## src/rtl/full_adder_demux.sv

```systemverilog
// 1-bit full adder decoded through a 1:8 demux tree.
// Combinational sum/cout plus registered copies and a self-check flag.

module full_adder_demux_cell (
  input  logic d,
  input  logic s,
  output logic y0,
  output logic y1
);

  // Route data to y1 when select is high, otherwise to y0
  always_comb begin
    y0 = d & ~s;
    y1 = d & s;
  end

endmodule

module full_adder_demux (
  input  logic       clk,
  input  logic       rst_n,
  input  logic       a,
  input  logic       b,
  input  logic       cin,
  output logic       sum,
  output logic       cout,
  output logic [7:0] minterm,
  output logic       sum_q,
  output logic       cout_q,
  output logic       err_q
);

  logic [1:0] lvl_a;
  logic [3:0] lvl_b;
  logic [7:0] lvl_c;
  logic [1:0] ref_cnt;
  logic       one_hot;
  logic       err_d;

  full_adder_demux_cell u_cell_a (
    .d  (1'b1),
    .s  (a),
    .y0 (lvl_a[0]),
    .y1 (lvl_a[1])
  );

  for (genvar i = 0; i < 2; i++) begin : g_stage_b
    full_adder_demux_cell u_cell_b (
      .d  (lvl_a[i]),
      .s  (b),
      .y0 (lvl_b[2*i]),
      .y1 (lvl_b[2*i+1])
    );
  end

  for (genvar j = 0; j < 4; j++) begin : g_stage_c
    full_adder_demux_cell u_cell_c (
      .d  (lvl_b[j]),
      .s  (cin),
      .y0 (lvl_c[2*j]),
      .y1 (lvl_c[2*j+1])
    );
  end

  assign minterm = lvl_c;

  // Sum and carry as OR of their minterms
  always_comb begin
    sum  = minterm[1] | minterm[2]
         | minterm[4] | minterm[7];
    cout = minterm[3] | minterm[5]
         | minterm[6] | minterm[7];
  end

  // Arithmetic reference and one-hot check for the error flag
  always_comb begin
    ref_cnt = {1'b0, a} + {1'b0, b}
            + {1'b0, cin};
    one_hot = (|minterm)
            && ((minterm & (minterm - 8'd1))
                == 8'd0);
    err_d   = ({cout, sum} != ref_cnt)
            | ~one_hot;
  end

  // Capture results and check flag each cycle
  always_ff @(posedge clk or negedge rst_n) begin
    if (!rst_n) begin
      sum_q  <= 1'b0;
      cout_q <= 1'b0;
      err_q  <= 1'b0;
    end else begin
      sum_q  <= sum;
      cout_q <= cout;
      err_q  <= err_d;
    end
  end

endmodule

```

## config.mk

```make
export PLATFORM = sky130hd
export DESIGN_NAME = full_adder_demux
export DESIGN_NICKNAME = d
export VERILOG_FILES = /design/src/rtl/full_adder_demux.sv
export SDC_FILE = /design/constraint.sdc
export NUM_CORES = 1
export LEC_CHECK = 0
export BUFFER_PORTS_ARGS = -buffer_cell sky130_fd_sc_hd__clkbuf_2
export CAP_MARGIN = 20
export CORE_AREA = 3 3 40 42
export CTS_CLUSTER_DIAMETER = 60
export CTS_CLUSTER_SIZE = 10
export DETAILED_ROUTE_END_ITERATION = 8
export DIE_AREA = 0 0 43 45
export GPL_TIMING_DRIVEN = 0
export PLACE_DENSITY = 0.4
export SYNTH_ARGS = -nofsm -noshare
export SYNTH_HDL_FRONTEND = slang
export SYNTH_SLANG_ARGS = --single-unit
```

## constraint.sdc

```tcl
create_clock -name clk -period 1.9 [get_ports clk]
set_input_delay 0.38 -clock clk [delete_from_list [all_inputs] [get_ports clk]]
set_output_delay 0.38 -clock clk [all_outputs]
set_load 0.1 [all_outputs]
```

==> summary.md, run 1 <==
| Metric | Value |
|---|---|
| Largest area contributor in the netlist | `dfrtp_1` |
| Met3 GRT Util | `0.01195` |
| Mapped Area | `224.0 um2` |
| Vias in the first global route | `240` |
| Via count | `209` |
| CTS tree | `yes` |
| Clk root buf | `clkbuf_4` |
| Xor and xnor fraction of the mapped netlist area | `0` |
| Initial DRC Count | `0` |
| CTS sink cnt | `3` |
| Total gr overflow | `0` |
| Final nets | `50` |
| Share of layout cells above drive strength 1 | `0.7674` |
| Layout fillers | `144` |
| PwrDens | `992.6 nW/um2` |
| Share of the synthesized area in the top cell type | `0.3352` |
| Pin count of the biggest net entering global routing | `10` |
| RSZ-0062 raised after global routing | `no` |
| Placed cell count | `53` |
| Largest family of logic cells by synthesized area | `simple AND/OR/NAND/NOR gates` |
| Max Cap Viol | `0` |
| Register bit total from synthesis | `3` |
| Post-Synth Adder-Cell Area | `0.08939` |
| Area post-placement | `330.3 um2` |
| Final Hold Vio Count | `0` |
| Yosys warns | `0` |
| N_diodes | `0` |
| Non-Filler Instances | `58` |
| Status | `completed` |
| FF/Latch Area | `75.07 um2` |
| Die Y | `45 um` |
| GP Congestion | `0.6174` |
| Minimum clock period | `1825 ps` |
| Starting Density | `0.1743` |
| Yosys cell types | `8` |
| Post-detailed-routing wire length | `517 um` |
| Initial antenna violation count | `0` |
| Synth area leaders | `dfrtp_1 (34%), buf_4 (27%), and3b_2 (13%)` |
| CP arrival | `1450 ps` |
| P&R area growth vs syn | `64.80%` |
| Total track usage | `0.07179` |
| Antenna-violating nets left | `0` |
| Io pins | `18` |
| Slew at the pin closest to its max-slew limit | `546.0 ps` |
| Required @ worst endpoint | `1520 ps` |
| CP Launch Type | `input pin` |
| Max Buffers Root-to-Sink | `2` |
| Clock H-tree levels | `1` |
| Die Wd | `43 um` |
| Synth Area in Compound Gates | `0` |
| Sequential-to-total area share from yosys stat | `0.3352` |
| Area occupied by multi-input gates | `91.34 um2` |
| Row count | `13` |
| Met2 Use GR | `0.1198` |
| Hold Crit Class | `in -> async` |
| Crit-path max FO | `9` |
| Post-synthesis mux area share | `0` |
| Crit end category | `primary output` |
| Critical Path Source | `a` |
| Post-Synth Simple-Gate Area | `0.2905` |
| Routed WL per cell | `8.914 um` |
| First-pass GRT wire length | `972 um` |
| Fin crit share | `0.9607` |
| Residual DRC | `0` |
| Number of CTS-inserted buffers | `3` |
| Finish-stage setup viols | `0` |
| Post-synth net total | `27` |
| Slew Limit Fails | `0` |
| GR Layer Usage met1 | `0.06796` |
| Core area | `1285 um2` |
| Die ar. | `1935 um2` |
| Post-Synthesis Cells | `21` |
| Number of vias per cell | `3.603` |
| Mapped Avg Cell Area | `10.67 um2` |
| First drt pass iteration count | `1` |
| Slew margin rel. | `0.6375` |
| Fmax achieved | `0.5479 GHz` |
| Worst setup path class | `in -> out` |
| Max VDD drop | `0.0002364 V` |
| GR peak layer | `met2` |
| Port bufs | `17` |
| Leak pwr | `0.2099 nW` |
| CTS clock-pin slew for the worst setup and hold paths | `40 ps` |
| Final Cell Area | `369.1 um2` |
[layout make-up]
class	instances	share of cell area
plain buffers	8	0.1627
clock buffers	4	0.07119
multi-input cells	10	0.2475
flip-flops and latches	3	0.2034
repair buffers	18	0.2644
well taps	15	0.05085
[cell usage after synthesis]
master,count
buf_4,8
and3b_2,3
dfrtp_1,3
nor3b_1,3
and3_2,1
conb_1,1
fa_1,1
nor3_1,1
[critical path, stage by stage]
cell      delay (ps)
clkbuf_2         150
fa_2             590
clkbuf_4         330
[cells by family (layout without fill, tap and decap cells)]
kind of cell / after synthesis / in the layout
AND/OR/NAND/NOR: 8 / 8
other: 1 / 1
buffers and inverters: 8 / 30
flip-flops: 3 / 3
adder cells (fa/ha/maj): 1 / 1
[sequential cells by signal, summed over array words and instances, names as in the netlist]
name / count
cout_q: 1
err_q: 1
sum_q: 1
[power breakdown]
| group | total [mW] | switching [mW] | internal (mW) |
|---|---|---|---|
| clock | 0.110 | 0.0315 | 0.0786 |
| combinational | 0.185 | 0.153 | 0.0318 |
| sequential | 0.0717 | 0.00152 | 0.0702 |
[placed cells by master (no fill, tap or decap)]
cell type	n
and3_2	1
and3b_2	3
buf_4	8
clkbuf_1	1
clkbuf_2	16
clkbuf_4	4
conb_1	1
dfrtp_1	3
dlygate4sd3_1	1
fa_2	1
nor3_1	1
nor3b_1	3
[per-layer routing]
layer  vias up  share of wire
met5         -              0
met4         0              0
met3         0          0.089
met2        12           0.58
met1        92           0.33
li1        105              -
[through the flow]
| step | hold slack, ps | utilization | setup slack [ps] | total power [mW] | setup TNS [ps] |
|---|---|---|---|---|---|
| final | 482.6 | 0.2872 | 74.71 | 0.3664 | 0 |
| after global routing | 488.6 | 0.2872 | 22.42 | 0.3864 | 0 |
| after CTS | 473.7 | 0.2872 | 67.34 | 0.3727 | 0 |
| after detailed placement | 181.0 | 0.2571 | -58.56 | 0.2550 | -58.56 |
| after global placement | 174.4 | 0.2571 | -58.03 | 0.2536 | -58.03 |
| after floorplan | 84.41 | - | 228.7 | 0.2305 | 0 |
[final timing paths]
path | end | slack [ps] | cells past startpoint
max in group asynchronous | cout_q | 1310 | 2
min in group clk | cout_q | 590 | 2
hold / removal | sum_q | 480 | 2
setup / recovery | sum | 70 | 3
[what timing repair did]
action | in CTS | in global routing
hold buffers | 1 | 0
endpoints found under the setup margin | 1 | 0
gates resized for setup | 1 | 0
hold endpoints to repair | 3 | 0
setup buffers | 0 | 0
(Power assumes the default switching activity.)
==> run 2, diff against run 1 <==
--- a/config.mk
+++ b/config.mk
@@ -14,5 +14,4 @@
 export DIE_AREA = 0 0 43 45
 export GPL_TIMING_DRIVEN = 0
-export PLACE_DENSITY = 0.4
 export SYNTH_ARGS = -nofsm -noshare
 export SYNTH_HDL_FRONTEND = slang
==> constraint.sdc (replaced) <==
create_clock -name clk -period 1.9 [get_ports clk]
set_input_delay 0.38 -clock clk [delete_from_list [all_inputs] [get_ports clk]]
set_output_delay 0.38 -clock clk [all_outputs]
set_load 0.02 [all_outputs]
==> run 2 against run 1 <==
Net effect:
- sequential cell count is the same
- power down 31%
- cell area decreased by 1.4%
- critical path depth unchanged
- die area did not move
- via count down 3.8%
- sequential share of layout area up 0.28 points
- fmax grew 10%
- critical path type unchanged
==> summary.md, run 2 (synthesized netlist as in run 1, its figures left out) <==
| Metric | Value |
|---|---|
| Number of vias per cell | `3.466` |
| Share of layout cells above drive strength 1 | `0.7442` |
| Crit end category | `primary output` |
| Total gr overflow | `0` |
| First-pass GRT wire length | `821 um` |
| Starting Density | `0.1743` |
| Max VDD drop | `0.0001330 V` |
| Slew Limit Fails | `0` |
| Tot Pwr | `0.2534 mW` |
| Regs by FF count | `cout_q (1), err_q (1), sum_q (1)` |
| Initial antenna violation count | `0` |
| Most frequent cells in the layout | `clkbuf_2 (17), buf_4 (8)` |
| N_diodes | `0` |
| CTS clock-pin slew for the worst setup and hold paths | `40 ps` |
| Critical Path Source | `a` |
| CTS tree | `yes` |
| P&R area growth vs syn | `62.57%` |
| Placed cell count | `53` |
| Antenna-violating nets left | `0` |
| Die Wd | `43 um` |
| First drt pass iteration count | `1` |
| Via count | `201` |
| Fmax achieved | `0.6054 GHz` |
| Final Core Density | `0.2834` |
| Port bufs | `17` |
| Vias in the first global route | `200` |
| Worst setup path class | `in -> out` |
| Initial DRC Count | `0` |
| Max Buffers Root-to-Sink | `2` |
| Finish-stage setup viols | `0` |
| Crit-path max FO | `9` |
| Max Cap Viol | `0` |
| Final Hold Vio Count | `0` |
| Row count | `13` |
| Most common cell after layout, fill and taps aside | `clkbuf_2` |
| Core area | `1285 um2` |
| Final nets | `50` |
| Pin count of the biggest net entering global routing | `10` |
| Residual DRC | `0` |
| Io pins | `18` |
| Required @ worst endpoint | `1520 ps` |
| Setup TNS | `0 ps` |
| Die ar. | `1935 um2` |
| Post-detailed-routing wire length | `451 um` |
| Number of CTS-inserted buffers | `3` |
| GP Congestion | `0.5941` |
| Fin crit share | `0.8694` |
| Non-Filler Instances | `58` |
| CTS sink cnt | `3` |
| Routed WL per cell | `7.776 um` |
| Hold Crit Class | `in -> async` |
| CP arrival | `1270 ps` |
| PwrDens | `696.0 nW/um2` |
| Minimum clock period | `1652 ps` |
| Die Y | `45 um` |
| RSZ-0062 raised after global routing | `no` |
| Clk root buf | `clkbuf_4` |
| Leak pwr | `0.2103 nW` |
| Status | `completed` |
| Clock H-tree levels | `1` |
| Total track usage | `0.06500` |
| CP Launch Type | `input pin` |
[run 2: area by class of cell]
cell class                 count  area [um2]
sequential                     3       75.07
fill                         150       920.9
tap                           15       18.77
timing repair buffer          18       95.09
multi-input combinational     10       88.84
buffer                         8       60.06
clock buffer                   4       26.28
[run 2: final timing paths]
check | endpoint | slack, ps
min in group clk | sum_q | 560
worst min-delay path | sum_q | 480
worst max-delay path | sum | 250
max in group asynchronous | err_q | 1310
[run 2: worst max-delay path, cell delays in order]
cell and delay (ps):
clkbuf_2 150, fa_1 570, clkbuf_2 170
[run 2: what timing repair did]
action                    in CTS  in global routing
hold buffers                   1                  0
resized for setup              0                  0
hold endpoints to repair       3                  0
buffers inserted               0                  0
[run 2: layer usage]
layer  global-route usage  part of all wire  vias up
met5                    0                 0        -
met4               0.1084                 0        0
met3              0.01195              0.12        0
met2              0.08683              0.49       12
met1              0.06763              0.38       85
li1                     -                 -      104
[run 2: power breakdown]
| part | leakage, nW | switching (mW) | internal (mW) |
|---|---|---|---|
| Sequential | 0.0350 | 0.00130 | 0.0702 |
| Clock | 0.0150 | 0.0309 | 0.0786 |
| Combinational | 0.160 | 0.0424 | 0.0301 |
[run 2: metrics by stage]
| stage | hold slack [ps] | area [um2] | worst slack, ps |
|---|---|---|---|
| finish | 478.0 | 364.1 | 248.1 |
| global route | 466.6 | 364.1 | 181.6 |
| CTS | 470.3 | 364.1 | 240.6 |
| floorplan | 84.41 | 224.0 | 485.4 |
| detailed placement | 179.0 | 327.8 | 240.6 |
| global placement | 176.7 | 327.8 | 244.5 |
==> run 3, diff against run 2 <==
Settings changed: CELL_PAD_IN_SITES_DETAIL_PLACEMENT set to 0, CELL_PAD_IN_SITES_GLOBAL_PLACEMENT set to 1, PLACE_DENSITY_LB_ADDON set to 0.1.
==> run 3 against run 2 <==
Net effect:
- routed wire length increased by 17%
- largest power group unchanged
- critical endpoint unchanged
- clock power about the same
- final cell count unchanged
==> summary.md, run 3 (synthesized netlist as in run 1, its figures left out) <==
| Metric | Value |
|---|---|
| Int Power | `0.1786 mW` |
| Max Buffers Root-to-Sink | `2` |
| PwrDens | `693.8 nW/um2` |
| Antenna-violating nets left | `0` |
| Sw power | `0.07399 mW` |
| Final Hold Vio Count | `0` |
| Starting Density | `0.1743` |
| Final Cell Area | `364.1 um2` |
| First drt pass iteration count | `1` |
| Placed cell count | `53` |
| Non-Filler Instances | `58` |
| Die ar. | `1935 um2` |
| Final nets | `50` |
| CTS sink cnt | `3` |
| Final Core Density | `0.2834` |
| Via count | `206` |
| Die Wd | `43 um` |
| Area post-placement | `327.8 um2` |
| Fin crit share | `0.8686` |
| Share of layout cells above drive strength 1 | `0.7442` |
| Setup TNS | `0 ps` |
| Most common cell after layout, fill and taps aside | `clkbuf_2` |
| N_diodes | `0` |
| Tot Pwr | `0.2526 mW` |
| Pin count of the biggest net entering global routing | `10` |
| Initial DRC Count | `0` |
| Reg power frac | `0.283` |
| CP arrival | `1270 ps` |
| Clock H-tree levels | `1` |
| First-pass GRT wire length | `897 um` |
| Layout fillers | `154` |
| Residual DRC | `0` |
| Switching Share | `0.2929` |
| Total track usage | `0.06344` |
| PnR worst setup slack | `249.6 ps` |
| Setup Buffers After CTS | `0` |
| Initial antenna violation count | `0` |
| Fmax achieved | `0.6059 GHz` |
| Io pins | `18` |
| Total gr overflow | `0` |
| Routed WL per cell | `9.069 um` |
| Post-detailed-routing wire length | `526 um` |
| Row count | `13` |
| Slew Limit Fails | `0` |
| Clk pwr share | `0.427` |
| Minimum clock period | `1650 ps` |
| Combinational Power Share | `0.290` |
| Most frequent cells in the layout | `clkbuf_2 (17), buf_4 (8)` |
| P&R area growth vs syn | `62.57%` |
| CP Launch Type | `input pin` |
| Max Cap Viol | `0` |
| CTS tree | `yes` |
| Crit-path max FO | `9` |
| Number of vias per cell | `3.552` |
| RSZ-0062 raised after global routing | `no` |
| Hold Crit Class | `in -> async` |
| Die Y | `45 um` |
| Status | `completed` |
| DP Worst Slack | `233.5 ps` |
| Vias in the first global route | `234` |
| Clk root buf | `clkbuf_4` |
| Port bufs | `17` |
| CTS clock-pin slew for the worst setup and hold paths | `40 ps` |
| Crit end category | `primary output` |
| Finish-stage setup viols | `0` |
| Core area | `1285 um2` |
| GP Congestion | `0.6092` |
| Number of CTS-inserted buffers | `3` |
| Max VDD drop | `0.0001753 V` |
| Leak pwr | `0.2103 nW` |
| Hold WS | `484.5 ps` |
| Worst setup path class | `in -> out` |
| Required @ worst endpoint | `1520 ps` |
| Regs by FF count | `cout_q (1), err_q (1), sum_q (1)` |
[run 3: cell counts in the layout (fill, tap and decap cells not counted)]
No cell type changed its count.
[run 3: final cells by class]
class	instances	area [um2]	share of cell area
plain buffers	8	60.06	0.1649
clock buffers	4	26.28	0.07216
multi-input cells	10	88.84	0.2440
flip-flops and latches	3	75.07	0.2062
well taps	15	18.77	0.05155
repair buffers	18	95.09	0.2612
[run 3: worst max-delay path by stage]
stage               start  endpoint  slack (ps)  cells after the start
floorplan               a       sum         490                      1
global placement        a       sum         250                      3
detailed placement      a       sum         230                      3
CTS                     a       sum         230                      3
global route            a       sum         220                      3
finish                  a       sum         250                      3
[run 3: power groups by stage]
| stage | clock (mW) | combinational [mW] | sequential [mW] |
|---|---|---|---|
| global route | 0.122 | 0.0790 | 0.0726 |
| CTS | 0.113 | 0.0752 | 0.0716 |
| finish | 0.108 | 0.0732 | 0.0715 |
| global placement | 0 | 0.0723 | 0.0721 |
| floorplan | 0 | 0.0376 | 0.0805 |
| detailed placement | 0 | 0.0733 | 0.0724 |
[run 3: repair_timing]
action | in CTS | in global routing
hold endpoints to repair | 3 | 0
gates resized for setup | 0 | 0
hold buffers | 1 | 0
[run 3: routing by layer]
layer	wire length, um	vias to the layer above	global-route usage
li1	-	105	-
met1	184	88	0.06553
met2	266	13	0.1048
met3	74	0	0.01992
met4	0	0	0.05422
met5	0	-	0
[run 3: critical path, stage by stage]
cell and delay, ps:
clkbuf_2 160, fa_1 560, clkbuf_2 170
